--- config.mk ---
export PLATFORM = sky130hd
export DESIGN_NAME = mem_port_arbiter
export DESIGN_NICKNAME = d
export VERILOG_FILES = /design/src/rtl/mem_port_arbiter_pkg.sv /design/src/rtl/mem_port_arbiter_rr_arbiter2.sv /design/src/rtl/mem_port_arbiter.sv
export SDC_FILE = /design/constraint.sdc
export NUM_CORES = 1
export LEC_CHECK = 0
export BUFFER_PORTS_ARGS = -buffer_cell sky130_fd_sc_hd__buf_2
export CAP_MARGIN = 40
export CORE_MARGIN = 3
export CORE_UTILIZATION = 49
export CTS_CLUSTER_SIZE = 30
export DETAILED_ROUTE_END_ITERATION = 12
export PLACE_DENSITY = 0.9
export SLEW_MARGIN = 20
export SYNTH_ARGS = -nofsm -noshare
export SYNTH_HDL_FRONTEND = slang
export SYNTH_SLANG_ARGS = --single-unit
--- constraint.sdc ---
create_clock -name clk -period 1.65 [get_ports clk]
set_input_delay 0.0825 -clock clk [delete_from_list [all_inputs] [get_ports clk]]
set_output_delay 0.0825 -clock clk [all_outputs]
set_load 0.03 [all_outputs]
--- src/rtl/mem_port_arbiter_pkg.sv ---
// rtl/mem_port_arbiter_pkg.sv - shared encodings for the memory port arbiter
package mem_port_arbiter_pkg;

    localparam logic [1:0] ST_IDLE   = 2'd0;
    localparam logic [1:0] ST_ACCESS = 2'd1;
    localparam logic [1:0] ST_RESP   = 2'd2;

    typedef enum logic {
        OWN_IF = 1'b0,
        OWN_LS = 1'b1
    } owner_e;

    localparam logic [31:0] NOP_INSTR = 32'h0000_0013;

endpackage

--- src/rtl/mem_port_arbiter_rr_arbiter2.sv ---
// rtl/mem_port_arbiter_rr_arbiter2.sv - two-way round-robin pick with last-grant memory
module rr_arbiter2
    import mem_port_arbiter_pkg::*;
(
    input  logic       clk,
    input  logic       rst_n,
    input  logic [1:0] req_i,
    input  logic       update_i,
    output owner_e     grant_o,
    output logic       valid_o
);

    owner_e last_q;
    owner_e last_d;

    assign valid_o = |req_i;

    always_comb begin
        grant_o = OWN_LS;
        if (req_i[0] && req_i[1]) begin
            grant_o = (last_q == OWN_IF) ? OWN_LS : OWN_IF;
        end else if (req_i[0]) begin
            grant_o = OWN_IF;
        end
        last_d = (update_i && valid_o) ? grant_o : last_q;
    end

    // Reset to LS so that the fetch port wins the first contended cycle.
    always_ff @(posedge clk) begin
        if (!rst_n) begin
            last_q <= OWN_LS;
        end else begin
            last_q <= last_d;
        end
    end

endmodule

--- src/rtl/mem_port_arbiter.sv ---
// rtl/mem_port_arbiter.sv - fetch/load-store sequencer in front of the unified memory
module mem_port_arbiter
    import mem_port_arbiter_pkg::*;
#(
    parameter int ADDR_WIDTH = 32,
    parameter int DATA_WIDTH = 32,
    parameter int MAX_WAIT   = 15
) (
    input  logic                  clk,
    input  logic                  rst_n,
    input  logic                  if_req_i,
    input  logic [ADDR_WIDTH-1:0] if_addr_i,
    output logic [DATA_WIDTH-1:0] if_data_o,
    output logic                  if_ack_o,
    input  logic                  ls_rd_en_i,
    input  logic                  ls_wr_en_i,
    input  logic [ADDR_WIDTH-1:0] ls_addr_i,
    input  logic [DATA_WIDTH-1:0] ls_data_i,
    output logic [DATA_WIDTH-1:0] ls_data_o,
    output logic                  ls_ack_o,
    output logic                  err_o,
    output logic                  mem_rd_en_o,
    output logic                  mem_wr_en_o,
    output logic [ADDR_WIDTH-1:0] mem_addr_o,
    output logic [DATA_WIDTH-1:0] mem_data_o,
    input  logic [DATA_WIDTH-1:0] mem_data_i,
    input  logic                  mem_ack_i
);

    localparam int WAIT_W = $clog2(MAX_WAIT + 1);

    logic [1:0]            state_q, state_d;
    owner_e                owner_q, owner_d;
    logic [ADDR_WIDTH-1:0] addr_q, addr_d;
    logic [DATA_WIDTH-1:0] wdata_q, wdata_d;
    logic                  we_q, we_d;
    logic [WAIT_W-1:0]     wait_q, wait_d;
    logic                  tmo_q, tmo_d;
    logic [DATA_WIDTH-1:0] if_data_q, if_data_d;
    logic [DATA_WIDTH-1:0] ls_data_q, ls_data_d;

    logic   ls_req;
    logic   grant_valid;
    owner_e grant;

    assign ls_req = ls_rd_en_i | ls_wr_en_i;

    rr_arbiter2 u_rr (
        .clk      (clk),
        .rst_n    (rst_n),
        .req_i    ({ls_req, if_req_i}),
        .update_i (state_q == ST_IDLE),
        .grant_o  (grant),
        .valid_o  (grant_valid)
    );

    always_comb begin
        state_d   = state_q;
        owner_d   = owner_q;
        addr_d    = addr_q;
        wdata_d   = wdata_q;
        we_d      = we_q;
        wait_d    = wait_q;
        tmo_d     = tmo_q;
        if_data_d = if_data_q;
        ls_data_d = ls_data_q;
        case (state_q)
            ST_IDLE: begin
                if (grant_valid) begin
                    owner_d = grant;
                    addr_d  = (grant == OWN_IF) ? if_addr_i : ls_addr_i;
                    wdata_d = ls_data_i;
                    // Write wins when a requester raises both enables.
                    we_d    = (grant == OWN_LS) && ls_wr_en_i;
                    state_d = ST_ACCESS;
                end
            end
            ST_ACCESS: begin
                if (mem_ack_i) begin
                    if (owner_q == OWN_IF) begin
                        if_data_d = mem_data_i;
                    end else if (!we_q) begin
                        ls_data_d = mem_data_i;
                    end
                    state_d = ST_RESP;
                end else begin
                    wait_d = wait_q + WAIT_W'(1);
                    if (wait_q == WAIT_W'(MAX_WAIT - 1)) begin
                        tmo_d   = 1'b1;
                        state_d = ST_RESP;
                    end
                end
            end
            ST_RESP: begin
                wait_d  = '0;
                tmo_d   = 1'b0;
                state_d = ST_IDLE;
            end
            default: state_d = ST_IDLE;
        endcase
    end

    always_ff @(posedge clk) begin
        if (!rst_n) begin
            state_q   <= ST_IDLE;
            owner_q   <= OWN_IF;
            addr_q    <= '0;
            wdata_q   <= '0;
            we_q      <= 1'b0;
            wait_q    <= '0;
            tmo_q     <= 1'b0;
            if_data_q <= '0;
            ls_data_q <= '0;
        end else begin
            state_q   <= state_d;
            owner_q   <= owner_d;
            addr_q    <= addr_d;
            wdata_q   <= wdata_d;
            we_q      <= we_d;
            wait_q    <= wait_d;
            tmo_q     <= tmo_d;
            if_data_q <= if_data_d;
            ls_data_q <= ls_data_d;
        end
    end

    assign mem_rd_en_o = (state_q == ST_ACCESS) && !we_q;
    assign mem_wr_en_o = (state_q == ST_ACCESS) && we_q;
    assign mem_addr_o  = (state_q == ST_ACCESS) ? addr_q : '0;
    assign mem_data_o  = (state_q == ST_ACCESS) ? wdata_q : '0;

    assign if_ack_o  = (state_q == ST_RESP) && (owner_q == OWN_IF);
    assign ls_ack_o  = (state_q == ST_RESP) && (owner_q == OWN_LS);
    assign err_o     = (state_q == ST_RESP) && tmo_q;
    assign if_data_o = if_data_q;
    assign ls_data_o = ls_data_q;

endmodule

==> flow_summary.ini <==
[outcome]
status = finished, violations left
violations = design-rule violations, negative setup slack

[cts]
htree_levels = 4
cts_root_buffer = clkbuf_16
clk_pin_slew_ns = 0.06
clock_sinks = 138
cts_buffer_depth = 2
cts_buffers = 17
worstSkewPairLatency_ns = 0.41
cts_tree = done

[cells_and_area]
fin_util_pct = 76.9
syn_to_final_growth_pct = 51.0
final_nets = 1198
drive_above_1_share_pct = 35.3

[grt]
grt_pass1_vias = 7176
top_usage_layer = met2
use_met1_pct = 34.0
globalRouteMet2Util_pct = 52.3
antenna_found_initial = 1
overflow = 0
grt_start_max_net_pins = 74
use_met3_pct = 11.3
grt_pass1_wl_um = 37100
grt_usage_pct = 31.6

[hold_path]
worstHoldStart = ls_wr_en_i
hp-class = input port to register
whs_path_depth = 3
min_to = we_q

[floorplanning]
io_pins = 267
start_util_pct = 50.9
core_area_mm2 = 0.0129
dieArea_mm2 = 0.0148
rows = 41
die_h_um = 122
die_w_um = 122

[timing]
layout_min_cycle_time_ns = 1.70
rsz0062_at_grt = true
maxSlewHeadroom_pct = 65.1
whs_ns = 0.00913
setup_viol = 37
maxSlewViolCount = 0
fin_skew_ns = 0.00767
fmax_ghz = 0.588
tns_ns = -1.29
final_hold_viol_count = 0
tightest_slew_ns = 0.523
setup_slack_ns = -0.0499
post-route-period-util_pct = 103

[drt]
via_per_inst = 5.88
routed_wl_um = 24600
drtIter0Drc = 861
wl_per_cell_um = 19.7
vias = 7353
detail-route-antenna-nets = 0
drc = 1
first_pass_iters = 10

[pwr]
power_per_cell_area_mw_per_mm2 = 970
irDropWorstVdd_mv = 0.879
p_leak_nw = 4.54

[critical_path]
path_class = register to primary output
crit_arrival_ns = 1.62
critPathMaxStageDelay_ns = 0.35
cpMostUsedCell = buf_6
crit_fanout = 19
critPathRequiredTime_ns = 1.57
r2r-start = state_q[0]
startpoint_type = register
cp_cell_sequence = buf_6, nor2b_4, buf_6, and2_1, buf_6
worstRegToRegCells = 6
end_kind = primary output
r2r_slack_ns = 0.05
r2r_end = addr_q[15]
slowest_stage = dfxtp_2

[flow_run]
maxCapViolCount = 0

[synth]
synthCells = 768
syn_area_per_cell_um2 = 8.54
synthFlopType = dfxtp_1
yosys.area.top_type = dfxtp_1
ys_types = 39
async_flop_share_pct = 0
syn-num-nets = 904
ys_seq_elements = 138
synth_common_cells = 138 x dfxtp_1, 102 x a21boi_0, 69 x nand2_1, 69 x o21ai_0, 68 x and2_1
post-synth-top-count-cell = dfxtp_1
synth.area.top_cells = dfxtp_1 42%, a21boi_0 12%, and2_1 6.5%, o21ai_0 5.3%, nand3_1 5.0%
synth_edf_count = 0
ys_warn_count = 0
ys_seq_area_share_pct = 42.1
synth_top_cell_area_share_pct = 42.1
syn_area_mm2 = 0.00656

[place]
gp_congestion = 0.796
io_buffers = 266
hpwlAfterDp_um = 13100
post-place-ws_ns = 0.132
## how the worst max path moves through the flow
stage	from	endpoint	slack, ns	depth (start not counted)
6_report	state_q[0]	mem_data_o[20]	-0.05	5
5_1_grt	state_q[0]	mem_data_o[20]	-0.11	5
4_1_cts	state_q[0]	mem_wr_en_o	-0.07	6
3_5_place_dp	state_q[1]	wdata_q[3]	0.13	3
3_3_place_gp	ls_rd_en_i	addr_q[17]	0.21	5
2_1_floorplan	state_q[1]	mem_addr_o[27]	0.20	5
## where the power goes
| part | switching (mW) | leakage [nW] | internal (mW) | total [mW] |
|---|---|---|---|---|
| combinational | 1.16 | 3.14 | 0.961 | 2.13 |
| sequential | 0.139 | 1.13 | 3.57 | 3.70 |
| clock | 1.50 | 0.270 | 2.28 | 3.78 |
| total | 2.80 | 4.54 | 6.81 | 9.61 |
## registers in the layout (all words and copies together) (netlist names), 2 cells and up
register,cells
state_q,2
wdata_q,32
wait_q,4
if_data_o,32
ls_data_o,32
addr_q,32
## area by class of cell
type	count	area [um^2]
multi-input combinational	540	3530
fill	823	2970
timing repair buffer	360	2770
sequential	138	2770
clock buffer	20	447
tap	172	215
clock inverter	12	141
inverter	5	31.3
antenna	4	10.0
## layer usage
layer	vias up	wire [um]
met1	3371	8500
met2	525	12000
li1	3315	-
met5	-	0
met3	142	2540
met4	0	1570
## kinds of logic (layout without fill, tap and decap cells)
family                     after synthesis  after routing  share of synthesized area (%)
buffers and inverters                   90            397                           6.14
adders and majority gates                2              2                          0.381
other                                    0              4                              0
AOI/OAI and AO/OA                      276            276                           30.0
DFF                                    138            138                           42.1
and+or+nand+nor                        262            262                           21.3
## per-stage QoR
step / power, mW / cell area, um^2 / std cells
after floorplan: 4.86 / 6560 / 768
after global placement: 5.42 / 8060 / 1146
after detailed placement: 5.46 / 8060 / 1146
after CTS: 9.50 / 9720 / 1246
after global routing: 9.93 / 9900 / 1248
final: 9.61 / 9910 / 1251
## repair_timing
action / CTS / global route
resized for setup: 131 / 56
hold endpoints to repair: 96 / 0
hold buffers: 64 / 0
endpoints found under the setup margin: 67 / 90
cloned: 1 / 1
pin swaps: 2 / 11
setup buffers: 4 / 1
## placed cells by master, fill, tap and decap left out, types with 3 or more instances in the layout
| master | instances |
|---|---|
| clkbuf_16 | 18 |
| a21boi_1 | 31 |
| nand2_1 | 69 |
| diode_2 | 4 |
| buf_12 | 9 |
| a21o_1 | 32 |
| o311a_1 | 32 |
| dlygate4sd3_1 | 64 |
| inv_1 | 4 |
| o21ai_0 | 68 |
| buf_2 | 198 |
| inv_6 | 3 |
| and2_1 | 27 |
| and2_4 | 41 |
| buf_4 | 19 |
| and3_1 | 36 |
| clkinvlp_4 | 5 |
| dfxtp_1 | 136 |
| nor2_1 | 3 |
| a21boi_0 | 102 |
| buf_6 | 66 |
| nand3_1 | 66 |
| a21oi_1 | 4 |
| buf_8 | 3 |
## critical path: cells and delay by family (launching register included)
kind	cells	cell delay, ns
AND/OR/NAND/NOR	2	0.38
buffers and inverters	3	0.48
flip-flops	1	0.35
Power figures use the tool's default switching activity.
